==> config.mk <==
export PLATFORM = sky130hd
export DESIGN_NAME = traffic_light_monitor
export DESIGN_NICKNAME = d
export VERILOG_FILES = /design/src/rtl/traffic_light_monitor.sv
export SDC_FILE = /design/constraint.sdc
export NUM_CORES = 1
export LEC_CHECK = 0
export CAP_MARGIN = 25
export CORE_MARGIN = 2
export CORE_UTILIZATION = 30
export CTS_BUF_LIST = sky130_fd_sc_hd__clkbuf_8
export CTS_CLUSTER_DIAMETER = 200
export DETAILED_ROUTE_END_ITERATION = 8
export GPL_TIMING_DRIVEN = 0
export PLACE_DENSITY = 0.58
export SLEW_MARGIN = 20
export SYNTH_ARGS = -nofsm -noshare
export SYNTH_HDL_FRONTEND = slang
export SYNTH_SLANG_ARGS = --single-unit
==> constraint.sdc <==
create_clock -name CK -period 4.25 [get_ports CK]
set_clock_uncertainty 0.2 [all_clocks]
set_input_delay 0.425 -clock CK [delete_from_list [all_inputs] [get_ports CK]]
set_output_delay 0.425 -clock CK [all_outputs]
set_load 0.02 [all_outputs]
==> src/rtl/traffic_light_monitor.sv <==
// traffic_light_monitor
// Passive observer of a two-road traffic-light controller. The six lamp drives
// are sampled every clock and tracked against the legal phase ring
// G1 -> Y1 -> AR1 -> G2 -> Y2 -> AR2 -> G1 (the all-red phases may be skipped).
// Green and yellow dwell times are checked. A violation raises a one-cycle
// ERR_VALID, records its code and sets a sticky ERR flag. The tracker then
// falls back to INIT and resynchronises on the next clean green.
// Completed full signal cycles are counted in CYCLE_CNT.

module traffic_light_monitor #(
   parameter int MIN_GRN = 4,
   parameter int MIN_YLW = 2,
   parameter int MAX_YLW = 6
) (
   input  logic       CK,
   input  logic       CLR,
   input  logic       GRN1,
   input  logic       YLW1,
   input  logic       RED1,
   input  logic       GRN2,
   input  logic       YLW2,
   input  logic       RED2,
   input  logic       ERR_CLR,
   output logic       ERR,
   output logic       ERR_VALID,
   output logic [2:0] ERR_CODE,
   output logic [2:0] PHASE,
   output logic [7:0] CYCLE_CNT
);

   // Monitor phases; the encoding is visible on PHASE.
   typedef enum logic [2:0] {
      S_INIT = 3'd0,
      S_G1   = 3'd1,
      S_Y1   = 3'd2,
      S_AR1  = 3'd3,
      S_G2   = 3'd4,
      S_Y2   = 3'd5,
      S_AR2  = 3'd6
   } state_t;

   // What the lamps show on one sample, independent of history.
   typedef enum logic [2:0] {
      L_G1  = 3'd0,
      L_Y1  = 3'd1,
      L_AR  = 3'd2,
      L_G2  = 3'd3,
      L_Y2  = 3'd4,
      L_BAD = 3'd5
   } look_t;

   // Violation codes. A lower value means a higher priority.
   localparam logic [2:0] C_NONE    = 3'd0;
   localparam logic [2:0] C_ONEHOT  = 3'd1;
   localparam logic [2:0] C_BOTH    = 3'd2;
   localparam logic [2:0] C_ILLEGAL = 3'd3;
   localparam logic [2:0] C_GMIN    = 3'd4;
   localparam logic [2:0] C_YMIN    = 3'd5;
   localparam logic [2:0] C_YMAX    = 3'd6;

   localparam logic [7:0] MIN_GRN_C = 8'(MIN_GRN);
   localparam logic [7:0] MIN_YLW_C = 8'(MIN_YLW);
   localparam logic [7:0] MAX_YLW_C = 8'(MAX_YLW);
   localparam logic [7:0] SAT_C     = 8'd255;

   // Exactly one lamp lit on a road head.
   function automatic logic is_onehot3(input logic [2:0] v);
      return (v == 3'b001) || (v == 3'b010) || (v == 3'b100);
   endfunction

   // A road is allowed to move traffic (green or yellow lit).
   function automatic logic road_go(input logic [2:0] v);
      return v[2] | v[1];
   endfunction

   state_t     state_r;
   logic [7:0] dwell_r;
   logic       first_grn_r;
   logic       err_r;
   logic       err_valid_r;
   logic [2:0] err_code_r;
   logic [7:0] cycle_cnt_r;

   logic [2:0] road1_s;
   logic [2:0] road2_s;
   logic       onehot_err_s;
   logic       both_go_err_s;
   look_t      look_s;
   state_t     next_state_s;
   logic [2:0] fsm_code_s;
   logic [2:0] viol_code_s;
   logic       cycle_inc_s;

   assign road1_s       = {GRN1, YLW1, RED1};
   assign road2_s       = {GRN2, YLW2, RED2};
   assign onehot_err_s  = !is_onehot3(road1_s) || !is_onehot3(road2_s);
   assign both_go_err_s = road_go(road1_s) && road_go(road2_s);

   // Decode the six lamps into one observed pattern.
   always_comb begin
      look_s = L_BAD;
      case ({road1_s, road2_s})
         6'b100_001: look_s = L_G1;
         6'b010_001: look_s = L_Y1;
         6'b001_001: look_s = L_AR;
         6'b001_100: look_s = L_G2;
         6'b001_010: look_s = L_Y2;
         default:    look_s = L_BAD;
      endcase
   end

   // Transition legality, dwell limits and next phase from the current phase.
   always_comb begin
      next_state_s = state_r;
      fsm_code_s   = C_NONE;
      cycle_inc_s  = 1'b0;
      case (state_r)
         S_INIT: begin
            // Only a clean green locks the tracker on; anything else waits.
            if (look_s == L_G1) begin
               next_state_s = S_G1;
            end else if (look_s == L_G2) begin
               next_state_s = S_G2;
            end else begin
               next_state_s = S_INIT;
            end
         end
         S_G1: begin
            if (look_s == L_G1) begin
               next_state_s = S_G1;
            end else if (look_s == L_Y1) begin
               next_state_s = S_Y1;
               // The first green seen after INIT has an unknown start, so its length is not judged.
               if (!first_grn_r && (dwell_r < MIN_GRN_C)) begin
                  fsm_code_s = C_GMIN;
               end else begin
                  fsm_code_s = C_NONE;
               end
            end else begin
               fsm_code_s = C_ILLEGAL;
            end
         end
         S_Y1: begin
            if (look_s == L_Y1) begin
               next_state_s = S_Y1;
               if (dwell_r >= MAX_YLW_C) begin
                  fsm_code_s = C_YMAX;
               end else begin
                  fsm_code_s = C_NONE;
               end
            end else if ((look_s == L_AR) || (look_s == L_G2)) begin
               next_state_s = (look_s == L_AR) ? S_AR1 : S_G2;
               if (dwell_r < MIN_YLW_C) begin
                  fsm_code_s = C_YMIN;
               end else begin
                  fsm_code_s = C_NONE;
               end
            end else begin
               fsm_code_s = C_ILLEGAL;
            end
         end
         S_AR1: begin
            if (look_s == L_AR) begin
               next_state_s = S_AR1;
            end else if (look_s == L_G2) begin
               next_state_s = S_G2;
            end else begin
               fsm_code_s = C_ILLEGAL;
            end
         end
         S_G2: begin
            if (look_s == L_G2) begin
               next_state_s = S_G2;
            end else if (look_s == L_Y2) begin
               next_state_s = S_Y2;
               if (!first_grn_r && (dwell_r < MIN_GRN_C)) begin
                  fsm_code_s = C_GMIN;
               end else begin
                  fsm_code_s = C_NONE;
               end
            end else begin
               fsm_code_s = C_ILLEGAL;
            end
         end
         S_Y2: begin
            if (look_s == L_Y2) begin
               next_state_s = S_Y2;
               if (dwell_r >= MAX_YLW_C) begin
                  fsm_code_s = C_YMAX;
               end else begin
                  fsm_code_s = C_NONE;
               end
            end else if ((look_s == L_AR) || (look_s == L_G1)) begin
               next_state_s = (look_s == L_AR) ? S_AR2 : S_G1;
               cycle_inc_s  = (look_s == L_G1);
               if (dwell_r < MIN_YLW_C) begin
                  fsm_code_s = C_YMIN;
               end else begin
                  fsm_code_s = C_NONE;
               end
            end else begin
               fsm_code_s = C_ILLEGAL;
            end
         end
         S_AR2: begin
            if (look_s == L_AR) begin
               next_state_s = S_AR2;
            end else if (look_s == L_G1) begin
               next_state_s = S_G1;
               cycle_inc_s  = 1'b1;
            end else begin
               fsm_code_s = C_ILLEGAL;
            end
         end
         default: begin
            // An unused encoding can only come from an upset. Report it and restart.
            next_state_s = S_INIT;
            fsm_code_s   = C_ILLEGAL;
         end
      endcase
   end

   // Resolve simultaneous failures to the lowest code. Lamp-sanity checks apply in every phase.
   always_comb begin
      if (onehot_err_s) begin
         viol_code_s = C_ONEHOT;
      end else if (both_go_err_s) begin
         viol_code_s = C_BOTH;
      end else begin
         viol_code_s = fsm_code_s;
      end
   end

   // Phase tracker, dwell counter, error reporting and cycle counter.
   always_ff @(posedge CK or negedge CLR) begin
      if (!CLR) begin
         state_r     <= S_INIT;
         dwell_r     <= 8'd0;
         first_grn_r <= 1'b0;
         err_r       <= 1'b0;
         err_valid_r <= 1'b0;
         err_code_r  <= 3'd0;
         cycle_cnt_r <= 8'd0;
      end else if (viol_code_s != C_NONE) begin
         // A violation wins over ERR_CLR and leaves CYCLE_CNT unchanged.
         state_r     <= S_INIT;
         dwell_r     <= 8'd0;
         first_grn_r <= 1'b0;
         err_r       <= 1'b1;
         err_valid_r <= 1'b1;
         err_code_r  <= viol_code_s;
      end else begin
         err_valid_r <= 1'b0;
         if (next_state_s != state_r) begin
            state_r     <= next_state_s;
            dwell_r     <= 8'd1;
            first_grn_r <= (state_r == S_INIT);
         end else if (state_r == S_INIT) begin
            dwell_r <= 8'd0;
         end else if (dwell_r != SAT_C) begin
            dwell_r <= dwell_r + 8'd1;
         end
         if (cycle_inc_s && (cycle_cnt_r != SAT_C)) begin
            cycle_cnt_r <= cycle_cnt_r + 8'd1;
         end
         if (ERR_CLR) begin
            err_r      <= 1'b0;
            err_code_r <= 3'd0;
         end
      end
   end

   assign ERR       = err_r;
   assign ERR_VALID = err_valid_r;
   assign ERR_CODE  = err_code_r;
   assign PHASE     = state_r;
   assign CYCLE_CNT = cycle_cnt_r;

endmodule

# After elaboration in Yosys (flattened, before gate mapping)
# Cells that the tools add are included.
[op_classes]
n_addsub = 2
magnitude_cmp = 3
n_eq_ne = 24
mux = 54
bitwise_logic = 3
n_reduce_logical = 20
[op_table]
columns = ["operator", "n"]
rows = [
  ["$mux 3", 33],
  ["$pmux 3 s7", 2],
  ["$mux 8", 4],
  ["$eq 3x2->1 const B", 6],
  ["$eq 3x3->1 const B", 6],
  ["$eq 6x4->1 const B", 3],
  ["$add 8x1->8 const B", 2],
  ["$ne 8x8->1 const B", 2],
  ["$pmux 3 s5", 1],
  ["$eq 3x1->1 const B", 4],
  ["$mux 1", 9],
  ["$ge 8x3->1 const B", 1],
  ["$lt 8x2->1 const B", 1],
  ["$lt 8x3->1 const B", 1],
  ["$mux 2", 4],
  ["$logic_or 1x1->1", 7],
  ["$eq 6x5->1 const B", 1],
  ["$eq 6x6->1 const B", 1],
  ["$logic_not 3->1", 2],
  ["$reduce_bool 2->1", 2],
  ["$reduce_bool 4->1", 1],
  ["$logic_and 1x1->1", 3],
  ["$logic_not 1->1", 3],
  ["$ne 3x3->1", 1],
  ["other kinds (5)", 6],
]
[totals]
reg_bits = 25
in_bits = 9
out_inout_bits = 16

# Logic depth before layout (Yosys ltp)
# Gate-level depths: netlist (run 1).
[depth]
word_depth = 12
ltp_mapped = 8

# Worst setup path after synthesis (run 1)
# No wires, ideal clock.
[synth_timing]
path_type = "input to register"
startpoint = "input port YLW2"
endpoint = "register state_r[2], in the netlist PHASE[2]"
setup_ns = 0.107
arrival_time_ns = 2.235
required_time_ns = 3.943
slack_ns = 1.708
cell_stages = 7
n_path_buf = 1
path_cell_list = "buf_2 -> or4b_4 -> o211ai_2 -> nand3b_4 -> nor4_4 -> nand3_4 -> a2111oi_4"
[synth_between]
elab_chain_len = 11
[synth_rtl]
columns = ["element", "line_no", "text"]
rows = [
  ["from (decl)", "21", "input logic YLW2,"],
  ["$eq 6x4->1, or another cell as far along", "102", "case ({road1_s, road2_s})"],
  ["$pmux 3 s5", "102", ""],
  ["$eq 3x2->1, or another cell as far along", "-", ""],
  ["$logic_or 1x1->1, on equally long branches", "193, 151", ""],
  ["$mux 3, on equally long branches", "193, 151", ""],
  ["$mux 3, on equally long branches", "186, 144", ""],
  ["$pmux 3 s7", "117", "case (state_r)"],
  ["$mux 3", "227", "end else if (both_go_err_s) begin"],
  ["$mux 3", "225", "if (onehot_err_s) begin"],
  ["$reduce_bool 3->1", "244", "end else if (viol_code_s != C_NONE) begin"],
  ["$mux 3 / $reduce_bool 2->1 (equally long branches)", "-", ""],
  ["to (signal assigned)", "255", "state_r <= next_state_s;"],
  ["to (decl)", "76", "state_t state_r;"],
]
# Several ways; a longest one is shown, not always the timed one. The select of a mux whose other input is x is not followed.
# A chain may end at the register's enable or synchronous reset.

# Worst setup path in the final report (run 1)
[layout_timing]
startpoint = "input port GRN1"
endpoint = "register state_r[2], in the netlist PHASE[2]"
[layout_between]
elab_chain_len = 11
[layout_rtl]
columns = ["element", "line_no", "text"]
rows = [
  ["from (decl)", "17", "input logic GRN1,"],
  ["$eq 6x4->1, or another cell as far along", "102", ""],
  ["$pmux 3 s5", "102", ""],
  ["$eq 3x2->1, or another cell as far along", "-", ""],
  ["$logic_or 1x1->1, on equally long branches", "193, 151", ""],
  ["$mux 3, on equally long branches", "193, 151", ""],
  ["$mux 3, on equally long branches", "186, 144", ""],
  ["$pmux 3 s7", "117", ""],
  ["$mux 3", "227", ""],
  ["$mux 3", "225", ""],
  ["$reduce_bool 3->1", "244", ""],
  ["$mux 3 / $reduce_bool 2->1 (equally long branches)", "-", ""],
]
# Several ways; a longest one is shown, not always the timed one. The select of a mux whose other input is x is not followed.

==> results of run 1 <==
[layer usage]
layer  wire length, um  track usage
met1              2262       0.1908
met2              2028       0.2102
met3               186      0.03165
met4                91      0.04252
met5                 0            0
[Yosys cell counts, drive strengths merged, types with 2 or more instances]
cell,count,area [sq um]
or3b,2,17.52
nor2,18,70.07
nand2b,5,31.28
o311ai,2,17.52
clkbuf,6,23.77
xor2,5,43.79
a31oi,3,18.77
nand3,7,47.55
a21o,4,30.03
ha,2,25.02
and3,5,31.28
dfrtp,25,625.6
and2,4,25.02
a211oi,3,27.52
o22ai,2,12.51
nor4bb,2,20.02
o21bai,3,22.52
nor3b,2,15.01
nor2b,3,18.77
nand2,15,56.30
o31ai,2,15.01
nand3b,3,35.03
buf,7,47.54
o41ai,2,17.52
nor3,9,50.05
o211ai,6,50.05
nor4,5,46.29
nand4,8,65.06
or4b,2,23.77
a211o,2,17.52
o21a,2,15.01
o21ai,7,35.03
a21oi,12,60.06
xnor2,10,87.58
inv,5,18.77
[layout make-up]
type / count / area (sq um)
fill: 628 / 4019
multi-input combinational: 171 / 1202
sequential: 25 / 625.6
timing repair buffer: 20 / 195.2
tap: 77 / 96.34
buffer: 13 / 71.32
clock buffer: 3 / 41.29
inverter: 5 / 18.77
clock inverter: 1 / 7.507
[path summary, 6_finish.rpt]
kind,endpoint,slack (ns),from,cells past startpoint
max in group asynchronous,dwell_r[3],3.01,CLR,2
min in group asynchronous,CYCLE_CNT[4],0.46,CLR,2
setup reg to reg,dwell_r[2],1.46,PHASE[2],7
hold / removal,CYCLE_CNT[6],0.29,CYCLE_CNT[6],1
hold reg to reg,CYCLE_CNT[6],0.29,CYCLE_CNT[6],1
setup / recovery,PHASE[2],1.32,GRN1,8
[registers in the layout, indices dropped and copies added, names as in the netlist]
name         cells
CYCLE_CNT        8
dwell_r          8
ERR_CODE         3
PHASE            3
ERR              1
ERR_VALID        1
first_grn_r      1
[worst register-to-register path, delay by kind of cell (launching register included)]
kind                   cells  cell delay, ns
AO/OA/AOI/OAI              3            1.13
flip-flops                 1            0.37
buffers and inverters      2            0.72
AND/OR/NAND/NOR            2            0.29
[power by group through the flow]
stage          Clock, mW  Sequential [mW]  Combinational [mW]
2_1_floorplan          0            0.247              0.0320
3_3_place_gp           0            0.245              0.0525
3_5_place_dp           0            0.245              0.0521
4_1_cts            0.150            0.240              0.0530
5_1_grt            0.164            0.241              0.0583
6_report           0.144            0.240              0.0527
[kinds of logic (layout without fill, tap and decap cells)]
group | Yosys count | after routing | share of synthesized area
AOI/OAI and AO/OA | 57 | 57 | 0.2205
xor gates and xnor gates | 15 | 15 | 0.06849
adders and majority gates | 2 | 2 | 0.01304
buffers and inverters | 18 | 42 | 0.04696
DFF | 25 | 25 | 0.3262
muxes | 2 | 2 | 0.01109
and+or+nand+nor | 95 | 95 | 0.3138
==> results.md, run 1 <==
Global routing:
- The first global-routing pass estimated 7948 um of wire.
- The final global-route overflow total is 0.
- The initial antenna violation count is 0.
- The number of global-route vias before repair is 1652.
- For this run, the total global-route usage over all layers was measured as 0.1369.
- Entering global routing, the biggest net connects 26 pins.

Flow run:
- Across the run, the number of max-cap violations was 0.

Synth:
- The total number of yosys warnings is 0.
- The flip-flop cell with the highest count after synthesis is dfrtp_1.
- The register bit count reported by yosys is 25.
- When the netlist entered floorplanning its net count stood at 225.
- The mapped netlist covers 1918 sq um.
- For this run, asynchronously set or reset flops after synthesis account for 1.000.
- The number of distinct library cells after synthesis is 61.
- The gate count of the mapped netlist is 214.
- The synthesized design contains 0 enable-type register cells.
- The average cell area after synthesis is 8.963 sq um.
- Of the synthesized area, sequential elements account for 0.3262.

Worst setup path:
- The longest individual stage delay on the worst path is 0.56 ns.
- Broken down by cell family, the worst path's largest delay share belongs to simple AND/OR/NAND/NOR gates.
- The kind of critical path is primary input to flip-flop.
- Counting both buffers and inverters, the worst setup path holds a total of 2.
- The highest fanout seen on the critical path is 10.
- The worst setup path is launched from a primary input.
- STA puts the critical path data required time at 4.21 ns.
- The critical path goes through clkdlybuf4s50_1 -> buf_2 -> or3b_2 -> o211ai_1 -> a21oi_1 -> nor4_4 -> nand3_4 -> a2111oi_4.
- The data arrival at the endpoint of the critical path is 2.89 ns.
- STA classifies the critical path endpoint as a flip-flop.
- The critical-path cell with the highest stage delay is nor4_4.

Layout:
- The post-layout instance count excluding filler cells is 315.
- Of the cells placed in the final design, the portion with a size suffix greater than 1 is 0.1303.
- The diode insertion count for antenna repair is 0.
- The net count of the finished layout is 250.
- The post-route cell area is 2258 sq um.
- The utilization of the core after routing is 0.3598.
- Leaving out fill and tap cells, the most frequent cells in the layout are dfrtp_1, clkdlybuf4s50_1, nor2_1.
- Leaving out fill and tap cells, the most frequent cell in the layout is dfrtp_1.
- The layout overhead on the synthesized area is 17.74%.

Floorplan:
- During I/O placement, the number of pins put on the boundary was 25.
- The die is 83.96 um wide.
- The row count is 29.
- The core region is 6277 sq um.
- The die extent in y is 83.96 um.
- For this configuration, the core starts out at a cell density of 0.3056.
- The die area is 7049 sq um.

Drt:
- The remaining design rule violation count is 0.
- The number of vias per cell after detailed routing is 5.495.
- The detailed-routing iteration count for the pre-antenna-repair pass is 4.
- The routed length per instance is 14.50 um.
- The overall routed net length is 4568 um.
- The first routing iteration left 118 violations.
- The total vias in the final route is 1731.
- The number of routed nets with antenna violations is 0.

Placed design:
- The congestion estimate from routability-driven global placement came to 0.8391.
- The HPWL reported at the end of detailed placement is 3413 um.
- The worst setup slack after placement is 1.046 ns.
- Once placement finished, the instance area stood at 2200 sq um.
- The number of port buffers is 19.
- The number of placed instances with taps included is 310.

Worst hold path:
- In this run the worst hold path is classified as flip-flop to flip-flop.

Pwr:
- Summed over all cells, the static leakage comes to 0.8583 nW.
- The share of total power dissipated in sequential elements is 0.549.
- The power density over the cells is 193.7 nW/um^2.
- The total net switching power is 0.1113 mW.
- Of the total power, the clock network draws 0.330.
- The logic gate share of total power is 0.120.
- The switching portion of total power is 0.2544.
- The internal power contribution is 0.3261 mW.
- The design draws 0.4374 mW.
- The maximum VDD drop is 0.00008925 V.

Clock network:
- The later pin in the worst-skew pair is clocked with a latency of 0.27 ns.
- The clock tree from TritonCTS is done.
- Buffers inserted to repair hold after CTS numbered 1.
- For this design, the sink count on the clock tree is 25.
- In this run the deepest clock path goes through 2 buffers.
- The post-CTS setup buffer count is 0.
- CTS built an H-tree with a depth of 1.
- The number of buffers created by CTS is 3.
- The tree is rooted in a clkbuf_8.
- Clock-pin slew was measured on the worst setup and hold paths at 0.10 ns.
- The number of gates resized after CTS was 0.

STA:
- Setup repair after global routing left no endpoint under its margin.
- The final count of hold timing violations is 0.
- At the pin with the least slew margin, the transition time is 0.8368 ns.
- Of the available clock period, the critical path in the final layout requires 0.6892.
- The smallest clock period supported by the final layout is computed as 2.929 ns.
- Hold is met by 0.2897 ns.
- The max-slew violation count was 0.
- The total of endpoints with negative setup slack in the final report is 0.
- The worst pin sits at a relative slew slack of 0.4407.
- The final worst setup slack is 1.321 ns.
- The maximum frequency from static timing analysis is 341.4 MHz.
- The setup TNS after final layout is 0 ns.

Outcome:
- The run finished with clean final reports.
No activity file was read; power rests on OpenSTA's default activity.
==> inputs of run 2 (changes only) <==
==> constraint.sdc (replaced) <==
create_clock -name CK -period 2.9 [get_ports CK]
set_clock_uncertainty 0.2 [all_clocks]
set_input_delay 0.29 -clock CK [delete_from_list [all_inputs] [get_ports CK]]
set_output_delay 0.29 -clock CK [all_outputs]
set_load 0.02 [all_outputs]
==> run 2 against run 1 <==
Against the previous run:
- non-clock buffer count unchanged
- hold slack worse by 0.018 ns
- sequential power up 47%
- setup slack worse by 1.2 ns
- design area up 0.28%
- total power up 47%
- critical path type unchanged
==> results.md, run 2 (same netlist as run 1, synthesis figures left out) <==
Outcome:
- The flow ran to the end, and the final reports show no timing, DRC or antenna violations.

Pwr:
- The static leakage came to 0.8526 nW (-0.66%).
- The power share of the sequential group came to 0.549 (about the same).
- The switching portion of total power is 0.2549 (+0.0004809).
- The relative contribution of the clock network to total power was 0.330 (about the same).
- The total power is 0.6414 mW (+47%).
- The logic gate share of total power came to 0.121 (about the same).
- The total net switching power is 0.1635 mW (+47%).
- The internal power contribution is 0.4779 mW (+47%).
- The power density over the cells is 283.2 nW/um^2 (+46%).
- The maximum VDD drop came to 0.0001308 V (+47%).

Worst hold path:
- The number of cells on the worst hold path is 4 (+3).
- The path class of the tightest hold or removal check is primary input to flip-flop.
- The start point of the worst hold path is YLW1.
- The worst min-delay path endpoint is ERR_CODE[0].

Floorplan:
- The initial core utilization is 0.3056 (unchanged).
- The area inside the core boundary is 6277 sq um (unchanged).
- The I/O pin total is 25 (unchanged).
- The die area is 7049 sq um (unchanged).
- The row count is 29 (unchanged).
- The die span in x was 83.96 um (unchanged).
- The die extent in y came to 83.96 um (unchanged).

STA:
- Setup repair after global routing left no endpoint under its margin.
- Dividing the final minimum period by the clock period gives 0.9572.
- Timing would allow up to 360.2 MHz.
- The final count of hold timing violations was 0 (unchanged).
- The worst hold slack came to 0.2719 ns (-0.01782 ns).
- For the finished layout, the period the worst path requires is 2.776 ns.
- The max-slew violation count is 0 (unchanged).
- The total of endpoints with negative setup slack in the final report was 0 (unchanged).
- The max-slew headroom at the worst pin was 0.4403 (about the same).
- The transition time at the pin with the least slew margin is 0.8374 ns (+0.0005668 ns).
- The setup TNS after final layout is 0 ns (unchanged).

Worst setup path:
- The reg-to-reg endpoint is CYCLE_CNT[1].
- The number of cells traversed by the worst register-to-register path was 6 (-1).
- The data arrival at the endpoint of the critical path is 2.74 ns (-0.15 ns).
- The setup path with the least slack is of type primary input to flip-flop.
- In this run the critical register-to-register path is launched from PHASE[2].
- The required time of the critical path was 2.86 ns (-1.35 ns).
- The nature of the critical path endpoint is a flip-flop.
- The setup slack on the worst flop-to-flop path was 0.28 ns (-1.18 ns).
- STA classifies the critical path startpoint as a primary input.
- The highest fanout seen on the critical path came to 10 (unchanged).

Clock network:
- The clock sink count is 25 (unchanged).
- The worst-case clock buffer depth was 2 (unchanged).
- TritonCTS built the clock tree.
- The number of buffers created by CTS came to 3 (unchanged).
- The insertion delay of the later-clocked pin in the worst-skew pair is 0.27 ns (about the same).
- The post-CTS setup buffer count is 0 (unchanged).
- The clock input transition at the sequential cells of the worst setup and hold paths is 0.10 ns (about the same).
- The total number of H-tree levels is 1 (unchanged).
- The CTS root buffer is clkbuf_8.

Drt:
- The routed length per instance is 14.61 um (+0.77%).
- The overall routed net length is 4603 um (+0.77%).
- The total vias in the final route is 1725 (-0.35%).
- The detailed-routing iteration count for the pre-antenna-repair pass is 4 (unchanged).
- The remaining design rule violation count is 0 (unchanged).
- The number of vias per cell after detailed routing is 5.476 (-0.35%).
- The count of routing violations after the opening detailed-route iteration came to 127 (+7.6%).
- The number of routed nets with antenna violations is 0 (unchanged).

Layout:
- The layout overhead on the synthesized area is 18.07%.
- The fraction of final layout cells with drive strength greater than 1 is 0.1303 (unchanged).
- The number of nets in the layout came to 250 (unchanged).
- The post-layout instance count excluding filler cells is 315 (unchanged).
- In the layout the commonest cells are dfrtp_1, clkdlybuf4s50_1, nor2_1.
- The post-route cell area came to 2265 sq um (+0.28%).
- The diode insertion count for antenna repair is 0 (unchanged).
- The fill cell instance count of the final layout is 626 (-0.32%).
- The library cell used most frequently in the layout, excluding fill and tap cells, is dfrtp_1.

Placed design:
- The weighted congestion reported at the end of routability-driven placement was 0.8391 (unchanged).
- The HPWL reported at the end of detailed placement is 3413 um (unchanged).
- The number of placed instances with taps included is 310 (unchanged).
- The cell area after placement is 2200 sq um (unchanged).
- The number of port buffers came to 19 (unchanged).

Global routing:
- The total global-route track usage is 0.1369 (unchanged).
- The number of global-route vias before repair is 1652 (unchanged).
- The global-route wire length before repair is 7948 um (unchanged).
- The final global-route overflow total is 0 (unchanged).
- The pin count of the biggest net entering global routing is 26 (unchanged).
- The initial antenna violation count is 0 (unchanged).

Flow run:
- The count of max-cap constraint violations is 0 (unchanged).
[run 2: final cells by class]
| type | count | area, sq um | area share |
|---|---|---|---|
| Sequential cell | 25 | 625.6 | 0.2762 |
| Inverter | 5 | 18.77 | 0.008287 |
| Clock inverter | 1 | 7.507 | 0.003315 |
| Tap cell | 77 | 96.34 | 0.04254 |
| Clock buffer | 3 | 41.29 | 0.01823 |
| Multi-Input combinational cell | 171 | 1209 | 0.5337 |
| Buffer | 13 | 71.32 | 0.03149 |
| Timing Repair Buffer | 20 | 195.2 | 0.08619 |
[run 2: worst max path at each step]
stage | startpoint | to | slack (ns) | depth (start not counted)
floorplan | PHASE[2] | CYCLE_CNT[1] | 0.48 | 6
global placement | GRN1 | PHASE[2] | -0.19 | 8
detailed placement | GRN1 | PHASE[2] | -0.17 | 8
CTS | GRN1 | PHASE[2] | 0.10 | 8
global route | GRN1 | PHASE[2] | 0.02 | 8
finish | GRN1 | PHASE[2] | 0.12 | 8
[run 2: through the flow]
stage | util | setup WS (ns)
after floorplan | - | 0.4809
after global placement | 0.3512 | -0.1858
after detailed placement | 0.3504 | -0.1691
after CTS | 0.3598 | 0.1014
after global routing | 0.3608 | 0.01887
final | 0.3608 | 0.1241
[run 2: timing repair]
item | CTS | global route
endpoints found under the setup margin | 0 | 12
hold endpoints to repair | 25 | 0
gates resized for setup | 0 | 2
hold buffers | 1 | 0
[run 2: metal layers]
metal  part of all wire  global-route usage  wire length [um]  up-vias
li1                   -                   -                 -      856
met2               0.45              0.2102              2063       37
met5                  0                   0                 0        -
met3              0.033             0.03165               150        8
met1               0.50              0.1908              2298      824
met4              0.020             0.04252                91        0
[run 2: power by group through the flow]
stage	Sequential (mW)	Clock, mW	Combinational (mW)
after global routing	0.352	0.240	0.0855
after global placement	0.359	0	0.0769
after detailed placement	0.359	0	0.0763
final	0.352	0.212	0.0776
after CTS	0.352	0.221	0.0777
after floorplan	0.362	0	0.0468
[run 2: worst max-delay path, stage by stage]
cell,delay [ns]
clkdlybuf4s50_1,0.41
buf_2,0.18
or3b_2,0.54
o211ai_1,0.18
a21oi_1,0.16
nor4_4,0.53
nand3_4,0.20
a2111oi_4,0.22
==> inputs of run 3 (changes only) <==
--- a/config.mk
+++ b/config.mk
@@ -6,13 +6,15 @@
 export NUM_CORES = 1
 export LEC_CHECK = 0
 export CAP_MARGIN = 25
+export CELL_PAD_IN_SITES_DETAIL_PLACEMENT = 0
+export CELL_PAD_IN_SITES_GLOBAL_PLACEMENT = 2
 export CORE_MARGIN = 2
 export CORE_UTILIZATION = 30
 export CTS_BUF_LIST = sky130_fd_sc_hd__clkbuf_8
 export CTS_CLUSTER_DIAMETER = 200
 export DETAILED_ROUTE_END_ITERATION = 8
 export GPL_TIMING_DRIVEN = 0
-export PLACE_DENSITY = 0.58
+export PLACE_DENSITY = 0.81
 export SLEW_MARGIN = 20
 export SYNTH_ARGS = -nofsm -noshare
 export SYNTH_HDL_FRONTEND = slang
==> run 3 against run 2 <==
Against the previous run:
- total power rose by 1.8%
- routed wire length rose by 3.1%
- cell count rose by 0.32%
- global-route usage rose by 0.16 points
- setup slack improved by 0.094 ns
- largest power group unchanged
==> results.md, run 3 (same netlist as run 1, synthesis figures left out) <==
Outcome:
- The run finished with clean final reports.

Clock network:
- The clock input transition at the sequential cells of the worst setup and hold paths is 0.10 ns (about the same).
- The clock tree from TritonCTS is done.
- The insertion delay of the later-clocked pin in the worst-skew pair is 0.27 ns (about the same).
- The clock sink count came to 25 (unchanged).
- The number of buffers created by CTS is 3 (unchanged).
- The tree is rooted in a clkbuf_8.
- The worst-case clock buffer depth was 2 (unchanged).
- The total number of H-tree levels is 1 (unchanged).

Drt:
- The remaining design rule violation count came to 0 (unchanged).
- The detailed-routing iteration count for the pre-antenna-repair pass came to 4 (unchanged).
- The count of routing violations after the opening detailed-route iteration is 74 (-42%).
- The number of routed nets with antenna violations was 0 (unchanged).
- The routed length per instance came to 15.01 um (+2.7%).
- The overall routed net length was 4744 um (+3.1%).
- The number of vias per cell after detailed routing is 5.411 (-1.2%).
- The total vias in the final route came to 1710 (-0.87%).

STA:
- The setup TNS after final layout is 0 ns (unchanged).
- The post-route fraction of the period consumed by the critical path is 0.9249 (-0.03231).
- The maximum frequency from static timing analysis was 372.8 MHz (+3.5%).
- The transition time at the pin with the least slew margin is 0.7686 ns (-0.06871 ns).
- The max-slew headroom at the worst pin came to 0.4862 (+0.04593).
- The max-slew violation count is 0 (unchanged).
- The minimum period implied by the final worst setup slack is 2.682 ns (-0.09371 ns).
- The final worst setup slack is 0.2178 ns (+0.09371 ns).
- The total of endpoints with negative setup slack in the final report is 0 (unchanged).
- The final count of hold timing violations is 0 (unchanged).
- Setup repair after global routing left no endpoint under its margin.

Global routing:
- The global-route wire length before repair came to 8073 um (+1.6%).
- The initial antenna violation count came to 0 (unchanged).
- The total global-route track usage was 0.1385 (+0.001597).
- The met1 layer usage reported by global route is 0.2077 (+0.01687).
- The layer carrying the most global-route usage is met1.
- The final global-route overflow total is 0 (unchanged).
- The met3 usage in global routing is 0.02671 (-0.004946).
- The number of global-route vias before repair is 1638 (-0.85%).
- The met2 track demand over resource in global routing is 0.2065 (-0.003636).
- The pin count of the biggest net entering global routing is 26 (unchanged).

Pwr:
- The maximum VDD drop is 0.0001760 V (+35%).
- The power density over the cells is 287.3 nW/um^2 (+1.5%).
- The static leakage is 0.8618 nW (+1.1%).
- The total power was 0.6532 mW (+1.8%).

Worst setup path:
- STA classifies the critical path endpoint as a flip-flop.
- The element type at the critical path start is a primary input.
- The number of cells traversed by the worst register-to-register path is 6 (unchanged).
- The highest fanout seen on the critical path is 10 (unchanged).
- The critical-path cell with the highest stage delay is or3b_2.
- The data arrival at the endpoint of the critical path is 2.66 ns (-0.08 ns).
- The kind of critical path is primary input to flip-flop.
- The required time of the critical path is 2.88 ns (+0.02 ns).
- The signal on the critical path passes through clkdlybuf4s50_1 -> buf_2 -> or3b_2 -> o211ai_1 -> a21oi_1 -> nor4_4 -> buf_4 -> nand3_4 -> a2111oi_4.
- The longest individual stage delay on the worst path is 0.53 ns (about the same).

Layout:
- The fraction of final layout cells with drive strength greater than 1 is 0.1339 (+0.003639).
- The diode insertion count for antenna repair is 0 (unchanged).
- The post-layout instance count excluding filler cells was 316 (+0.32%).
- The layout overhead on the synthesized area is 18.53%.
- The number of nets in the layout was 251 (+0.40%).
- Leaving out fill and tap cells, the most frequent cell in the layout is dfrtp_1.
- The utilization of the core after routing is 0.3622 (+0.001396).
- The library cells used most frequently in the layout, excluding fill and tap cells, are dfrtp_1, clkdlybuf4s50_1, nor2_1.

Floorplan:
- The die extent in y is 83.96 um (unchanged).
- The row count is 29 (unchanged).
- The die span in x came to 83.96 um (unchanged).
- The area inside the core boundary is 6277 sq um (unchanged).
- The I/O pin total is 25 (unchanged).
- The die area came to 7049 sq um (unchanged).
- The initial core utilization was 0.3056 (unchanged).

Worst hold path:
- The classification of the worst-slack hold path is flip-flop to flip-flop.
- The number of cells on the worst hold path is 1 (-3).

Placed design:
- The HPWL reported at the end of detailed placement came to 3520 um (+3.1%).
- The number of placed instances with taps included was 310 (unchanged).
- The weighted congestion reported at the end of routability-driven placement is 0.8465 (+0.88%).
- The number of port buffers is 19 (unchanged).
- The worst setup slack after placement came to -0.2425 ns (-0.07343 ns).

Flow run:
- The count of max-cap constraint violations is 0 (unchanged).
==> run 3: cell types whose count changed in the layout (fill, tap and decap cells not counted) <==
| cell | change |
|---|---|
| inv_6 | +1 |
| buf_4 | +1 |
| clkinvlp_4 | -1 |
==> run 3: repair_timing <==
item / CTS / global route
resized for setup: 0 / 2
buffers inserted: 0 / 1
hold buffers: 1 / 0
endpoints found under the setup margin: 0 / 11
hold endpoints to repair: 25 / 0
==> run 3: per-layer routing <==
metal,part of all wire,vias up
met5,0,-
met4,0.011,0
met3,0.042,6
met2,0.44,39
met1,0.51,811
li1,-,854
==> run 3: path summary, 6_finish.rpt <==
path                                end  slack (ns)  startpoint
max                            PHASE[2]        0.22        GRN1
max in group asynchronous    dwell_r[3]        1.80         CLR
min                                 ERR        0.29         ERR
min reg2reg                         ERR        0.29         ERR
min in group asynchronous   ERR_CODE[0]        0.33         CLR
max reg2reg                CYCLE_CNT[1]        0.29    PHASE[2]
==> run 3: power by group <==
part,switching (mW),leakage [nW],internal [mW]
combinational,0.0483,0.501,0.0310
clock,0.121,0.0261,0.101
sequential,0.00123,0.335,0.351
==> run 3: layout make-up <==
type | instances | area (sq um)
Buffer | 13 | 71.32
Clock buffer | 3 | 41.29
Clock inverter | 1 | 8.758
Fill cell | 662 | 4004
Inverter | 5 | 18.77
Multi-Input combinational cell | 171 | 1209
Sequential cell | 25 | 625.6
Tap cell | 77 | 96.34
Timing Repair Buffer | 21 | 202.7
==> run 3: stage by stage <==
step	hold slack (ns)	area (sq um)
after floorplan	-0.2056	1918
after global placement	0.2681	2205
after detailed placement	0.1277	2200
after CTS	0.2769	2260
after global routing	0.3037	2273
final	0.2934	2273
==> run 3: worst max-delay path, delay by kind of cell <==
family	cells	cell delay, ns
buf+inv	3	0.82
compound gates	3	0.60
simple gates	3	0.95
